File: src/rtl/la_cmd_pkg.sv
// Shared types and constants for the UART command-frame controller.
package la_cmd_pkg;

  typedef enum logic [1:0] {
    S_IDLE   = 2'd0,
    S_OPCODE = 2'd1,
    S_DATA   = 2'd2,
    S_CHECK  = 2'd3
  } state_t;

  typedef enum logic [1:0] {
    ERR_CHECKSUM = 2'd0,
    ERR_OPCODE   = 2'd1,
    ERR_TIMEOUT  = 2'd2,
    ERR_BUSY     = 2'd3
  } err_code_t;

  localparam logic [3:0] OP_WRITE_HI       = 4'h1;
  localparam logic [7:0] OP_ARM            = 8'h20;
  localparam logic [7:0] OP_ABORT          = 8'h21;
  localparam logic [7:0] DEFAULT_SYNC_BYTE = 8'hA5;

endpackage

File: src/rtl/uart_cmd_ctrl_if.sv
// Byte-stream input and capture-engine command outputs of uart_cmd_ctrl.
interface uart_cmd_ctrl_if;
  import la_cmd_pkg::*;

  // Handshake: i_rx_dv is a one-cycle valid with no ready; the controller
  // always accepts the byte present while i_rx_dv is high. Every o_* strobe
  // is a one-cycle registered pulse with no back-pressure.
  logic        i_rx_dv;
  logic [7:0]  i_rx_byte;
  logic        i_busy;
  logic        o_cfg_wr_en;
  logic [3:0]  o_cfg_addr;
  logic [31:0] o_cfg_wdata;
  logic        o_arm;
  logic        o_abort;
  logic        o_frame_err;
  logic [1:0]  o_err_code;
  logic        o_frame_active;
  state_t      dbg_state;

  modport slave (
    input  i_rx_dv, i_rx_byte, i_busy,
    output o_cfg_wr_en, o_cfg_addr, o_cfg_wdata, o_arm, o_abort,
           o_frame_err, o_err_code, o_frame_active, dbg_state
  );

  modport master (
    output i_rx_dv, i_rx_byte, i_busy,
    input  o_cfg_wr_en, o_cfg_addr, o_cfg_wdata, o_arm, o_abort,
           o_frame_err, o_err_code, o_frame_active, dbg_state
  );

endinterface

File: src/rtl/cmd_timeout_timer.sv
// Inter-byte idle counter; terminal stays high at TIMEOUT_CLKS-1 until cleared.
module cmd_timeout_timer #(
  parameter int TIMEOUT_CLKS = 208_320
) (
  input  logic i_Clock,
  input  logic reset_n,
  input  logic clear,
  input  logic enable,
  output logic terminal
);

  localparam int W = $clog2(TIMEOUT_CLKS);
  localparam logic [W-1:0] TC = W'(TIMEOUT_CLKS - 1);

  logic [W-1:0] count;

  always_ff @(posedge i_Clock) begin
    if (!reset_n || clear) begin
      count <= '0;
    end else if (enable && count != TC) begin
      count <= count + W'(1);
    end
  end

  assign terminal = (count == TC);

endmodule

File: src/rtl/uart_cmd_ctrl.sv
// Assembles 7-byte command frames from uart_rx and issues config/arm/abort strobes.
module uart_cmd_ctrl
  import la_cmd_pkg::*;
#(
  parameter logic [7:0] SYNC_BYTE    = DEFAULT_SYNC_BYTE,
  parameter int         NUM_REGS     = 8,
  parameter int         TIMEOUT_CLKS = 208_320
) (
  input  logic             i_Clock,
  input  logic             reset_n,
  uart_cmd_ctrl_if.slave   bus
);

  state_t      state, state_next;
  logic [7:0]  op_q;
  logic [7:0]  acc_q;
  logic [31:0] wdata_q;
  logic [1:0]  byte_cnt_q;
  logic        timeout_tc;
  logic        op_is_write;
  logic        op_legal;
  logic        do_wr, do_arm, do_abort, do_err;
  err_code_t   err_next;

  cmd_timeout_timer #(.TIMEOUT_CLKS(TIMEOUT_CLKS)) u_timer (
    .i_Clock  (i_Clock),
    .reset_n  (reset_n),
    .clear    (bus.i_rx_dv || state == S_IDLE),
    .enable   (state != S_IDLE),
    .terminal (timeout_tc)
  );

  assign op_is_write = (op_q[7:4] == OP_WRITE_HI);
  assign op_legal    = (op_is_write && ({28'd0, op_q[3:0]} < NUM_REGS)) ||
                       op_q == OP_ARM || op_q == OP_ABORT;

  always_ff @(posedge i_Clock) begin
    if (!reset_n) state <= S_IDLE;
    else          state <= state_next;
  end

  always_comb begin
    state_next = state;
    do_wr      = 1'b0;
    do_arm     = 1'b0;
    do_abort   = 1'b0;
    do_err     = 1'b0;
    err_next   = ERR_CHECKSUM;
    case (state)
      S_IDLE:   if (bus.i_rx_dv && bus.i_rx_byte == SYNC_BYTE) state_next = S_OPCODE;
      S_OPCODE: if (bus.i_rx_dv) state_next = S_DATA;
      S_DATA:   if (bus.i_rx_dv && byte_cnt_q == 2'd3) state_next = S_CHECK;
      S_CHECK: begin
        if (bus.i_rx_dv) begin
          state_next = S_IDLE;
          if (bus.i_rx_byte != acc_q) begin
            do_err   = 1'b1;
            err_next = ERR_CHECKSUM;
          end else if (!op_legal) begin
            do_err   = 1'b1;
            err_next = ERR_OPCODE;
          end else if (bus.i_busy && op_q != OP_ABORT) begin
            do_err   = 1'b1;
            err_next = ERR_BUSY;
          end else if (op_is_write) begin
            do_wr = 1'b1;
          end else if (op_q == OP_ARM) begin
            do_arm = 1'b1;
          end else begin
            do_abort = 1'b1;
          end
        end
      end
      default: state_next = S_IDLE;
    endcase
    // A byte arriving on the terminal count cycle takes precedence.
    if (state != S_IDLE && !bus.i_rx_dv && timeout_tc) begin
      state_next = S_IDLE;
      do_wr      = 1'b0;
      do_arm     = 1'b0;
      do_abort   = 1'b0;
      do_err     = 1'b1;
      err_next   = ERR_TIMEOUT;
    end
  end

  always_ff @(posedge i_Clock) begin
    if (!reset_n) begin
      op_q            <= '0;
      acc_q           <= '0;
      wdata_q         <= '0;
      byte_cnt_q      <= '0;
      bus.o_cfg_wr_en <= 1'b0;
      bus.o_cfg_addr  <= '0;
      bus.o_cfg_wdata <= '0;
      bus.o_arm       <= 1'b0;
      bus.o_abort     <= 1'b0;
      bus.o_frame_err <= 1'b0;
      bus.o_err_code  <= '0;
    end else begin
      bus.o_cfg_wr_en <= do_wr;
      bus.o_arm       <= do_arm;
      bus.o_abort     <= do_abort;
      bus.o_frame_err <= do_err;
      if (do_wr) begin
        bus.o_cfg_addr  <= op_q[3:0];
        bus.o_cfg_wdata <= wdata_q;
      end
      if (do_err) bus.o_err_code <= err_next;
      if (bus.i_rx_dv) begin
        case (state)
          S_OPCODE: begin
            op_q       <= bus.i_rx_byte;
            acc_q      <= bus.i_rx_byte;
            byte_cnt_q <= 2'd0;
          end
          S_DATA: begin
            // Shifting in from the top leaves {D3,D2,D1,D0} after four bytes.
            wdata_q    <= {bus.i_rx_byte, wdata_q[31:8]};
            acc_q      <= acc_q ^ bus.i_rx_byte;
            byte_cnt_q <= byte_cnt_q + 2'd1;
          end
          default: ;
        endcase
      end
    end
  end

  assign bus.o_frame_active = (state != S_IDLE);
  assign bus.dbg_state      = state;

endmodule
File: src/flat_wrapper.sv
// flat-port wrapper written by rule: the top's interface ports become plain ports
module uart_cmd_ctrl_flat import la_cmd_pkg::*;
#(
  parameter logic [7:0] SYNC_BYTE    = DEFAULT_SYNC_BYTE,
  parameter int         NUM_REGS     = 8,
  parameter int         TIMEOUT_CLKS = 208_320
)
  (i_Clock, reset_n, bus_i_rx_dv, bus_i_rx_byte, bus_i_busy, bus_o_cfg_wr_en, bus_o_cfg_addr, bus_o_cfg_wdata, bus_o_arm, bus_o_abort, bus_o_frame_err, bus_o_err_code, bus_o_frame_active, bus_dbg_state);
  uart_cmd_ctrl_if bus_i ();
  input  logic i_Clock;
  input  logic reset_n;
  input wire logic [$bits(bus_i.i_rx_dv)-1:0] bus_i_rx_dv;
  input wire logic [$bits(bus_i.i_rx_byte)-1:0] bus_i_rx_byte;
  input wire logic [$bits(bus_i.i_busy)-1:0] bus_i_busy;
  output wire logic [$bits(bus_i.o_cfg_wr_en)-1:0] bus_o_cfg_wr_en;
  output wire logic [$bits(bus_i.o_cfg_addr)-1:0] bus_o_cfg_addr;
  output wire logic [$bits(bus_i.o_cfg_wdata)-1:0] bus_o_cfg_wdata;
  output wire logic [$bits(bus_i.o_arm)-1:0] bus_o_arm;
  output wire logic [$bits(bus_i.o_abort)-1:0] bus_o_abort;
  output wire logic [$bits(bus_i.o_frame_err)-1:0] bus_o_frame_err;
  output wire logic [$bits(bus_i.o_err_code)-1:0] bus_o_err_code;
  output wire logic [$bits(bus_i.o_frame_active)-1:0] bus_o_frame_active;
  output wire logic [$bits(bus_i.dbg_state)-1:0] bus_dbg_state;
  assign bus_i.i_rx_dv = bus_i_rx_dv;
  assign bus_i.i_rx_byte = bus_i_rx_byte;
  assign bus_i.i_busy = bus_i_busy;
  assign bus_o_cfg_wr_en = bus_i.o_cfg_wr_en;
  assign bus_o_cfg_addr = bus_i.o_cfg_addr;
  assign bus_o_cfg_wdata = bus_i.o_cfg_wdata;
  assign bus_o_arm = bus_i.o_arm;
  assign bus_o_abort = bus_i.o_abort;
  assign bus_o_frame_err = bus_i.o_frame_err;
  assign bus_o_err_code = bus_i.o_err_code;
  assign bus_o_frame_active = bus_i.o_frame_active;
  assign bus_dbg_state = bus_i.dbg_state;
  uart_cmd_ctrl #(.SYNC_BYTE(SYNC_BYTE), .NUM_REGS(NUM_REGS), .TIMEOUT_CLKS(TIMEOUT_CLKS)) u_core (.i_Clock(i_Clock), .reset_n(reset_n), .bus(bus_i));
endmodule
File: config.mk
export PLATFORM = sky130hd
export DESIGN_NAME = uart_cmd_ctrl_flat
export DESIGN_NICKNAME = d
export VERILOG_FILES = /design/src/rtl/la_cmd_pkg.sv /design/src/rtl/uart_cmd_ctrl_if.sv /design/src/rtl/cmd_timeout_timer.sv /design/src/rtl/uart_cmd_ctrl.sv /design/src/flat_wrapper.sv
export SDC_FILE = /design/constraint.sdc
export NUM_CORES = 1
export LEC_CHECK = 0
export ABC_CLOCK_PERIOD_IN_PS = 2130
export CAP_MARGIN = 5
export CELL_PAD_IN_SITES_DETAIL_PLACEMENT = 1
export CELL_PAD_IN_SITES_GLOBAL_PLACEMENT = 2
export CORE_MARGIN = 1.5
export CORE_UTILIZATION = 30
export DETAILED_ROUTE_END_ITERATION = 10
export PLACE_DENSITY = 0.76
export SLEW_MARGIN = 5
export SYNTH_ARGS = -nofsm -noshare
export SYNTH_HDL_FRONTEND = slang
export SYNTH_SLANG_ARGS = --single-unit
File: constraint.sdc
create_clock -name i_Clock -period 2.13 [get_ports i_Clock]
set_clock_uncertainty 0.1 [all_clocks]
set_input_delay 0.426 -clock i_Clock [delete_from_list [all_inputs] [get_ports i_Clock]]
set_output_delay 0.426 -clock i_Clock [all_outputs]
set_load 0.02 [all_outputs]
==> metrics.md, run 1 <==
| Metric | Value |
|---|---|
| RSZ-0062 raised after global routing | `yes` |
| Worst Path Max Fanout | `6` |
| Layout area overhead | `31.5%` |
| Finished Core Util | `40.4%` |
| Slew margin rel. | `roughly two thirds` |
| CTS tree | `built` |
| RR Startpoint | `u_core.op_q[1]` |
| Die area | `16,300 sq um` |
| Row cnt | `45` |
| Highest clock rate | `approximately 430 MHz` |
| Largest net degree at the start of global routing | `72` |
| CP arrival | `between 2000 and 2500 ps` |
| Hold_ws | `~330 ps` |
| CP required | `2260 ps` |
| Starting DRT DRC Count | `154` |
| Max IR drop VDD | `around 0.41 mV` |
| Max_cap viols | `0` |
| Ant diodes | `0` |
| Register area | `roughly 2200 sq um` |
| DIE HEIGHT | `128 microns` |
| Final setup margin | `-181 ps` |
| # H-tree levels | `3` |
| Post-DP HPWL | `approximately 8500 microns` |
| Async SR Flop Fraction | `0%` |
| CTS Buf Count | `9` |
| Clk_lat worst skew | `350 ps` |
| Clk sink count | `approximately 110` |
| Failing checks | `negative setup slack` |
| CTS Hold Bufs | `0` |
| Share of layout cells above drive strength 1 | `approximately 14%` |
| Core box area | `approximately 15,000 sq um` |
| Vias in the first global route | `~4,000` |
| Leak | `0.00210 uW` |
| Worst Tran Pin Value | `about 470 ps` |
| Hold path startpoint | `u_core.bus.o_cfg_addr[3]` |
| IO Pins | `57` |
| Clock root buffer | `clkbuf_16` |
| WS Path Type | `reg2reg` |
| Netlist cell types | `47` |
| Drt first pass iters | `4` |
| Placer Congestion | `0.767` |
| Port Buf Inserts | `56` |
| Min cycle time layout | `around 2300 ps` |
| Avg Synthesized Cell Area | `roughly 8.8 sq um` |
| Synth warnings | `0` |
| Most common cell after layout, fill and taps aside | `dfxtp_1` |
| Final ANT Viol Nets | `0` |
| Type of the tightest min-delay check | `reg2reg` |
| CP Capture Type | `register` |
| Final hold vios | `0` |
| Fillers | `roughly 1,800` |
| Residual DRC | `0` |
| Setup crit start | `u_core.op_q[1]` |
| Setup WS pre-CTS | `-482 ps` |
| Seq cells post-synth | `around 110` |
| Syn Nets | `546` |
| Tcrit/Tclk final | `108%` |
| Final Slew Violations | `0` |
| Post-synthesis sequential area ratio | `approximately half` |
| CP Launch Type | `register` |
| Clk buf depth | `2` |
| Initial antenna violation count | `0` |
| Initial core utilization | `a little under a third` |
| WL final | `~12,000 microns` |
| Outcome | `finished with violations` |
| Setup tns final | `-5190 ps` |
| Routed vias | `a little under 4,000` |
| Routed len/inst | `between 15 and 20 microns` |
| Setup violators final | `37` |
| Area taken by multi-input logic gates | `~2300 sq um` |
| PwrDens | `630 nW/um^2` |
| Number of flops mapped to enable cells by yosys | `0` |
| First-pass GRT wire length | `roughly 20,000 microns` |
| Nets | `around 630` |
| Synth Flop Type | `dfxtp_1` |
| Synth Cell Area | `between 4000 and 5000 sq um` |
| Worst-path clk slew | `around 70 ps` |
| GRT Residual Overflow | `0` |
| Tot GR Track Use | `between 15 and 20%` |
| Post-DR vias/cell | `4.85` |
| Mapped Cells | `between 500 and 600` |
| Die Wd | `128 microns` |
| Most frequent cells in the layout | `dfxtp_1 (110), nand2_1 (97), nor2_1 (59)` |
-- critical path, cell delays in order (launching register included) --
cell     delay [ps]
dfxtp_2         320
or4b_4          530
o32a_1          350
nor4_4          230
buf_6           170
buf_12          120
buf_16          130
mux2i_1         180
nor2_1           60
-- cell usage after synthesis, drive strengths merged (2+ instances only) --
cell,number,area share (%)
clkbuf,24,1.9
mux2i,46,9.9
a21oi,53,5.7
nand2b,3,0.40
or4b,3,0.72
ha,6,1.6
and3,4,0.54
a31o,2,0.38
o21ai,13,1.4
nor2,59,4.7
inv,9,0.72
buf,4,1.5
dfxtp,112,48
and4,5,0.94
or3,3,0.51
nand3,13,1.4
nor2b,11,1.5
nor4b,2,0.38
and2,2,0.27
nor4,2,0.54
xor2,6,1.1
o211ai,3,0.48
nor3,5,0.54
xnor2,14,2.6
o2111ai,3,0.56
nand4,7,0.94
nand2,97,7.8
or2,4,0.54
-- path summary, 6_finish.rpt --
path,to,slack [ps],cells past startpoint
max,u_core.bus.o_cfg_wdata[29],-180,8
min reg2reg,u_core.bus.o_cfg_addr[3],330,2
max reg2reg,u_core.bus.o_cfg_wdata[29],-180,8
min,u_core.bus.o_cfg_addr[3],330,2
-- what timing repair did --
item,4_1_cts,5_1_grt
setup buffers,3,2
gates resized for setup,11,14
setup endpoints to repair,40,42
pin swaps,1,11
cloned,2,1
-- metrics by stage --
stage | cell area [sq um] | total power (uW) | instances
5_1_grt | 6140 | 4010 | 805
2_1_floorplan | 4680 | 2190 | 528
6_report | 6140 | 3860 | 805
3_3_place_gp | 5650 | 2260 | 783
3_5_place_dp | 5650 | 2270 | 783
4_1_cts | 6040 | 3920 | 803
-- cell families after synthesis --
logic type                 count (synthesis)  synth area share, %
muxes                                     46                 9.87
xor gates and xnor gates                  20                 3.75
AOI/OAI and AO/OA                         82                 9.84
and+or+nand+nor                          225                 22.7
adders and majority gates                  6                 1.61
DFF                                      112                 48.0
buffers and inverters                     37                 4.18
-- power breakdown --
| part | total [uW] | internal [uW] | switching, uW |
|---|---|---|---|
| logic | 123 | 52.4 | 70.5 |
| registers | 2090 | 2090 | 0.962 |
| clock network | 1650 | 858 | 791 |
-- per-layer routing --
layer | global-route usage (%) | vias to the layer above | routed length [microns]
li1 | - | 1957 | -
met1 | 19.9 | 1890 | 5790
met2 | 27.4 | 42 | 6090
met3 | 2.67 | 14 | 292
met4 | 5.42 | 0 | 170
met5 | 0 | - | 0
-- sequential cells by signal, summed over array words and instances, names as in the netlist, 2 cells and up --
signal and flops:
u_core.bus.o_err_code 2, u_core.u_timer.count 18, u_core.byte_cnt_q 2, u_core.op_q 8, u_core.bus.dbg_state 2, u_core.wdata_q 32, u_core.bus.o_cfg_wdata 32, u_core.acc_q 8
u_core.bus.o_cfg_addr 4
-- cell type report --
class / instances / area share, %
Multi-Input combinational cell: 379 / 37.2
Sequential cell: 112 / 36.6
Timing Repair Buffer: 102 / 17.3
Clock buffer: 11 / 4.12
Tap cell: 188 / 3.83
Inverter: 9 / 0.550
Clock inverter: 4 / 0.448
Note: power is estimated with default switching activity, not from simulation.
==> run 2, diff against run 1 <==
- ABC_CLOCK_PERIOD_IN_PS: 2130 -> 2000
- CTS_CLUSTER_SIZE: unset -> 10
- clock period: 2.13 -> 2 ns (I/O delays scaled with it)
==> metrics.md, run 2 (same netlist as run 1, synthesis figures left out) <==
| Metric | Value |
|---|---|
| Most frequent cells in the layout | `dfxtp_1 (109), nand2_1 (97), nor2_1 (57)` |
| WS Path Type | `reg2reg` |
| Layout area overhead | `32.1%` |
| Residual DRC | `0 (unchanged)` |
| Max_cap viols | `0 (unchanged)` |
| Ant diodes | `0 (unchanged)` |
| Most common cell after layout, fill and taps aside | `dfxtp_1` |
| Routed len/inst | `15.7 microns (+2.6%)` |
| Final Slew Violations | `0 (unchanged)` |
| GRT Residual Overflow | `0 (unchanged)` |
| Core box area | `15,200 sq um (unchanged)` |
| Clk buf depth | `2 (unchanged)` |
| Die Wd | `128 microns (unchanged)` |
| Clk_lat worst skew | `340 ps (about the same)` |
| R2r worst-path depth | `6 (-2)` |
| Tcrit/Tclk final | `118% (+9.7 points)` |
| Port Buf Inserts | `56 (unchanged)` |
| CP arrival | `2520 ps (+80 ps)` |
| Clock root buffer | `clkbuf_16` |
| IO Pins | `57 (unchanged)` |
| Vias in the first global route | `4,105 (+0.76%)` |
| Routed vias | `3,927 (+0.61%)` |
| DR WL met3 | `280 microns (-4.1%)` |
| Final std cells w/o fill | `806 (+0.12%)` |
| Outcome | `finished with violations` |
| CP Launch Type | `register` |
| First-pass GRT wire length | `21,000 microns (+2.7%)` |
| WL final | `12,700 microns (+2.7%)` |
| # H-tree levels | `3 (unchanged)` |
| Initial core utilization | `30.7% (unchanged)` |
| Highest routed layer | `met4` |
| Metal1 wirelength | `6270 microns (+8.2%)` |
| Worst hold stages | `2 (unchanged)` |
| Worst Path Max Fanout | `3 (-3)` |
| Max IR drop VDD | `0.559 mV (+36%)` |
| Hold_ws | `357 ps (+26.0 ps)` |
| Failing checks | `negative setup slack` |
| Setup violators final | `41 (+11%)` |
| Final setup margin | `-364 ps (-183 ps)` |
| Tot GR Track Use | `16.2% (+0.36 points)` |
| CTS tree | `built` |
| Starting DRT DRC Count | `177 (+15%)` |
| DIE HEIGHT | `128 microns (unchanged)` |
| Final hold vios | `0 (unchanged)` |
| Slew margin rel. | `72.6% (+4.1 points)` |
| Initial antenna violation count | `0 (unchanged)` |
| Fillers | `1,767 (+0.40%)` |
| Metal2 WL | `5970 microns (-1.9%)` |
| CTS Buf Count | `9 (unchanged)` |
| PwrDens | `665 nW/um^2 (+5.7%)` |
| Top flop regs | `u_core.bus.o_cfg_wdata x32, u_core.wdata_q x32, u_core.u_timer.count x18` |
| CP Capture Type | `register` |
| Die area | `16,300 sq um (unchanged)` |
| RSZ-0062 raised after global routing | `yes` |
| Post-DP HPWL | `8470 microns (-0.81%)` |
| Type of the tightest min-delay check | `reg2reg` |
| Highest clock rate | `423 MHz (-2.2%)` |
| Post-DR vias/cell | `4.87 (+0.49%)` |
| Placed Cells | `783 (unchanged)` |
| Drt first pass iters | `5 (+1)` |
| Largest net degree at the start of global routing | `86 (+19%)` |
| Worst Tran Pin Value | `407 ps (-61.4 ps)` |
| Leak | `0.00210 uW (-0.33%)` |
| Row cnt | `45 (unchanged)` |
| Placer Congestion | `0.815 (+6.2%)` |
| Share of layout cells above drive strength 1 | `14.1% (+0.30 points)` |
| Nets | `632 (+0.16%)` |
| CP required | `2160 ps (-100 ps)` |
| Clk sink count | `112 (unchanged)` |
| Min cycle time layout | `2360 ps (+52.8 ps)` |
| Final ANT Viol Nets | `0 (unchanged)` |
| Worst-path clk slew | `70 ps (about the same)` |
## run 2: cell type report
cell class | instances | area [sq um] | area share (%)
clock buffers | 10 | 239 | 3.88
clock inverters | 5 | 41.3 | 0.670
inverters | 9 | 33.8 | 0.548
multi-input cells | 379 | 2300 | 37.3
flip-flops and latches | 112 | 2250 | 36.4
well taps | 188 | 235 | 3.82
repair buffers | 103 | 1070 | 17.4
## run 2: metrics by stage
stage	util (%)	setup TNS, ps	total power [uW]	setup WS [ps]	instance area [sq um]
3_3_place_gp	37.2	-21000	2410	-543	5660
5_1_grt	40.6	-16000	4260	-464	6160
4_1_cts	40.1	-10660	4160	-311	6100
3_5_place_dp	37.2	-22680	2410	-591	5660
2_1_floorplan	-	-4350	2330	-142	4680
6_report	40.6	-11750	4100	-364	6160
## run 2: critical path, cell delays in order (launching register included)
cell     delay (ps)
dfxtp_2         330
or4b_4          530
o32a_1          350
buf_4           150
or2_4           240
or4_4           450
nor4_4          140
## run 2: report_power, final
| part | switching, uW | internal, uW | total, uW |
|---|---|---|---|
| Combinational | 75.1 | 53.2 | 128 |
| Clock | 857 | 888 | 1740 |
| Sequential | 0.946 | 2230 | 2230 |
## run 2: routing by layer
layer / global-route usage (%) / vias to the layer above
li1: - / 1967
met1: 21.6 / 1911
met2: 27.1 / 37
met3: 2.34 / 12
met4: 4.89 / 0
met5: 0 / -
## run 2: worst paths after layout
kind                                   end                      from  slack [ps]
setup / recovery          u_core.bus.o_arm            u_core.op_q[4]        -360
hold / removal    u_core.bus.o_cfg_addr[3]  u_core.bus.o_cfg_addr[3]         360
setup reg to reg          u_core.bus.o_arm            u_core.op_q[4]        -360
hold reg to reg   u_core.bus.o_cfg_addr[3]  u_core.bus.o_cfg_addr[3]         360
## run 2: timing repair
action / CTS / global route
setup buffers: 3 / 1
pin swaps: 3 / 3
setup endpoints to repair: 45 / 42
hold buffers: 0 / 0
gates resized for setup: 14 / 8
cloned: 3 / 1
hold endpoints to repair: 0 / 0
==> run 3, diff against run 2 <==
- REMOVE_ABC_BUFFERS: unset -> 1
==> metrics.md, run 3 (same netlist as run 1, synthesis figures left out) <==
| Metric | Value |
|---|---|
| # H-tree levels | `3 (unchanged)` |
| Min cycle time layout | `2420 ps (+59.5 ps)` |
| Worst Path Max Fanout | `8 (+5)` |
| Placed Cells | `796 (+1.7%)` |
| R2r worst-path depth | `7 (+1)` |
| Type of the tightest min-delay check | `reg2reg` |
| IO Pins | `57 (unchanged)` |
| PwrDens | `663 nW/um^2 (-0.41%)` |
| Setup WS pre-CTS | `-642 ps (-51.0 ps)` |
| CP Capture Type | `register` |
| CP max-delay cell | `or4b_4` |
| Hold_ws | `350 ps (-7.62 ps)` |
| Clk_lat worst skew | `360 ps (+20 ps)` |
| DR WL met3 | `337 microns (+20%)` |
| Worst-path clk slew | `80 ps (about the same)` |
| Most frequent cells in the layout | `dfxtp_1 (107), nand2_1 (97), nor2_1 (57)` |
| Final ANT Viol Nets | `0 (unchanged)` |
| Slowest stage delay, CP | `540 ps (about the same)` |
| CTS tree | `built` |
| CP Launch Type | `register` |
| CP required | `2160 ps (about the same)` |
| CTS Buf Count | `9 (unchanged)` |
| Clock root buffer | `clkbuf_16` |
| Placer Congestion | `0.767 (-5.9%)` |
| Drt first pass iters | `4 (-1)` |
| Outcome | `finished with violations` |
| Highest clock rate | `413 MHz (-2.5%)` |
| Die Wd | `128 microns (unchanged)` |
| WL final | `12,600 microns (-0.47%)` |
| Die area | `16,300 sq um (unchanged)` |
| Final Slew Violations | `0 (unchanged)` |
| Metal2 WL | `6110 microns (+2.3%)` |
| R2R Setup Slk | `-420 ps (-60 ps)` |
| Starting DRT DRC Count | `169 (-4.5%)` |
| Tcrit/Tclk final | `121% (+3.0 points)` |
| Buf+Inv Stages, Crit Path | `2 (+1)` |
| WP depth | `7 (+1)` |
| Highest routed layer | `met4` |
| Routed len/inst | `15.4 microns (-2.2%)` |
| Tot GR Track Use | `16.0% (-0.20 points)` |
| Ant diodes | `0 (unchanged)` |
| Initial core utilization | `30.7% (unchanged)` |
| First-pass GRT wire length | `20,600 microns (-2.1%)` |
| DIE HEIGHT | `128 microns (unchanged)` |
| Core box area | `15,200 sq um (unchanged)` |
| Residual DRC | `0 (unchanged)` |
| Port Buf Inserts | `56 (unchanged)` |
| Final hold vios | `0 (unchanged)` |
| Max_cap viols | `0 (unchanged)` |
| Share of layout cells above drive strength 1 | `16.9% (+2.9 points)` |
| Slew margin rel. | `73.2% (+0.59 points)` |
| Most common cell after layout, fill and taps aside | `dfxtp_1` |
| Routed vias | `3,994 (+1.7%)` |
| Largest net degree at the start of global routing | `58 (-33%)` |
| Layout area overhead | `34.2%` |
| Final setup margin | `-423 ps (-59.5 ps)` |
| Failing checks | `negative setup slack` |
| Max IR drop VDD | `0.425 mV (-24%)` |
| Post-DR vias/cell | `4.87 (about the same)` |
| WS Path Type | `reg2reg` |
| Leak | `0.00216 uW (+3.2%)` |
| Post-DP HPWL | `8370 microns (-1.2%)` |
| Fillers | `1,767 (unchanged)` |
| Initial antenna violation count | `0 (unchanged)` |
| CTS Hold Bufs | `0 (unchanged)` |
| CP arrival | `2580 ps (+60 ps)` |
| Worst Tran Pin Value | `399 ps (-8.73 ps)` |
| Nets | `645 (+2.1%)` |
| CP cell instances | `or4b_4 > or3_4 > nor4_4 > buf_6 > buf_16 > mux2i_2 > nor2_1` |
| Top flop regs | `u_core.bus.o_cfg_wdata x32, u_core.wdata_q x32, u_core.u_timer.count x18` |
| Setup tns final | `-13,690 ps (-1940 ps)` |
| Worst hold stages | `2 (unchanged)` |
| Vias in the first global route | `4,009 (-2.3%)` |
| Row cnt | `45 (unchanged)` |
| Clk sink count | `112 (unchanged)` |
| Final std cells w/o fill | `820 (+1.7%)` |
| RSZ-0062 raised after global routing | `yes` |
| Clk buf depth | `2 (unchanged)` |
| GRT Residual Overflow | `0 (unchanged)` |
| Setup violators final | `41 (unchanged)` |
| Metal1 wirelength | `6000 microns (-4.4%)` |
| Top Family by Delay on Critical Path | `simple AND/OR/NAND/NOR gates` |
## run 3: changes by cell type in the layout (fill, tap and decap cells not counted), moves of 3 or more
cell | previous run | this run
buf_4 | 36 | 48
buf_6 | 1 | 4
clkdlybuf4s50_1 | 54 | 50
dlygate4sd2_1 | 1 | 5
mux2i_1 | 46 | 43
## run 3: path summary, 6_finish.rpt
check	startpoint	endpoint
worst min register to register	u_core.bus.o_cfg_addr[3]	u_core.bus.o_cfg_addr[3]
worst max-delay path	u_core.op_q[7]	u_core.bus.o_cfg_wdata[10]
worst max register to register	u_core.op_q[7]	u_core.bus.o_cfg_wdata[10]
worst min-delay path	u_core.bus.o_cfg_addr[3]	u_core.bus.o_cfg_addr[3]
## run 3: where the power goes
part           switching (uW)  leakage, uW  internal [uW]
Clock                     897     0.000140            897
Combinational            75.2      0.00112           52.2
Sequential              0.877     0.000904           2230
Total                     973      0.00216           3180
## run 3: what timing repair did
| item | CTS | global route |
|---|---|---|
| setup endpoints to repair | 47 | 45 |
| gates resized for setup | 21 | 18 |
| cloned | 3 | 1 |
| pin swaps | 4 | 23 |
| buffers inserted | 3 | 3 |
## run 3: stage by stage
step / instance area (sq um) / total power, uW / utilization [%]
6_report: 6260 / 4150 / 41.2
5_1_grt: 6260 / 4290 / 41.2
4_1_cts: 6160 / 4210 / 40.5
3_5_place_dp: 5750 / 2410 / 37.8
3_3_place_gp: 5750 / 2410 / 37.8
2_1_floorplan: 4510 / 2320 / -
## run 3: final cells by class
cell class	count	area [sq um]	area share, %
multi-input combinational	379	2310	36.9
sequential	112	2250	35.9
timing repair buffer	116	1140	18.2
clock buffer	10	239	3.82
tap	188	235	3.76
clock inverter	6	51.3	0.819
inverter	9	33.8	0.539
## run 3: layer usage
layer	GRT usage [%]	vias to the layer above
met4	5.42	0
li1	-	1996
met5	0	-
met3	3.38	14
met1	20.7	1930
met2	26.4	54
## run 3: worst reg2reg max path, delay by kind of cell, from the launching register on
kind                   cells  cell delay [ps]
multiplexers               1              210
flip-flops                 1              320
AND/OR/NAND/NOR            4             1320
buffers and inverters      2              370
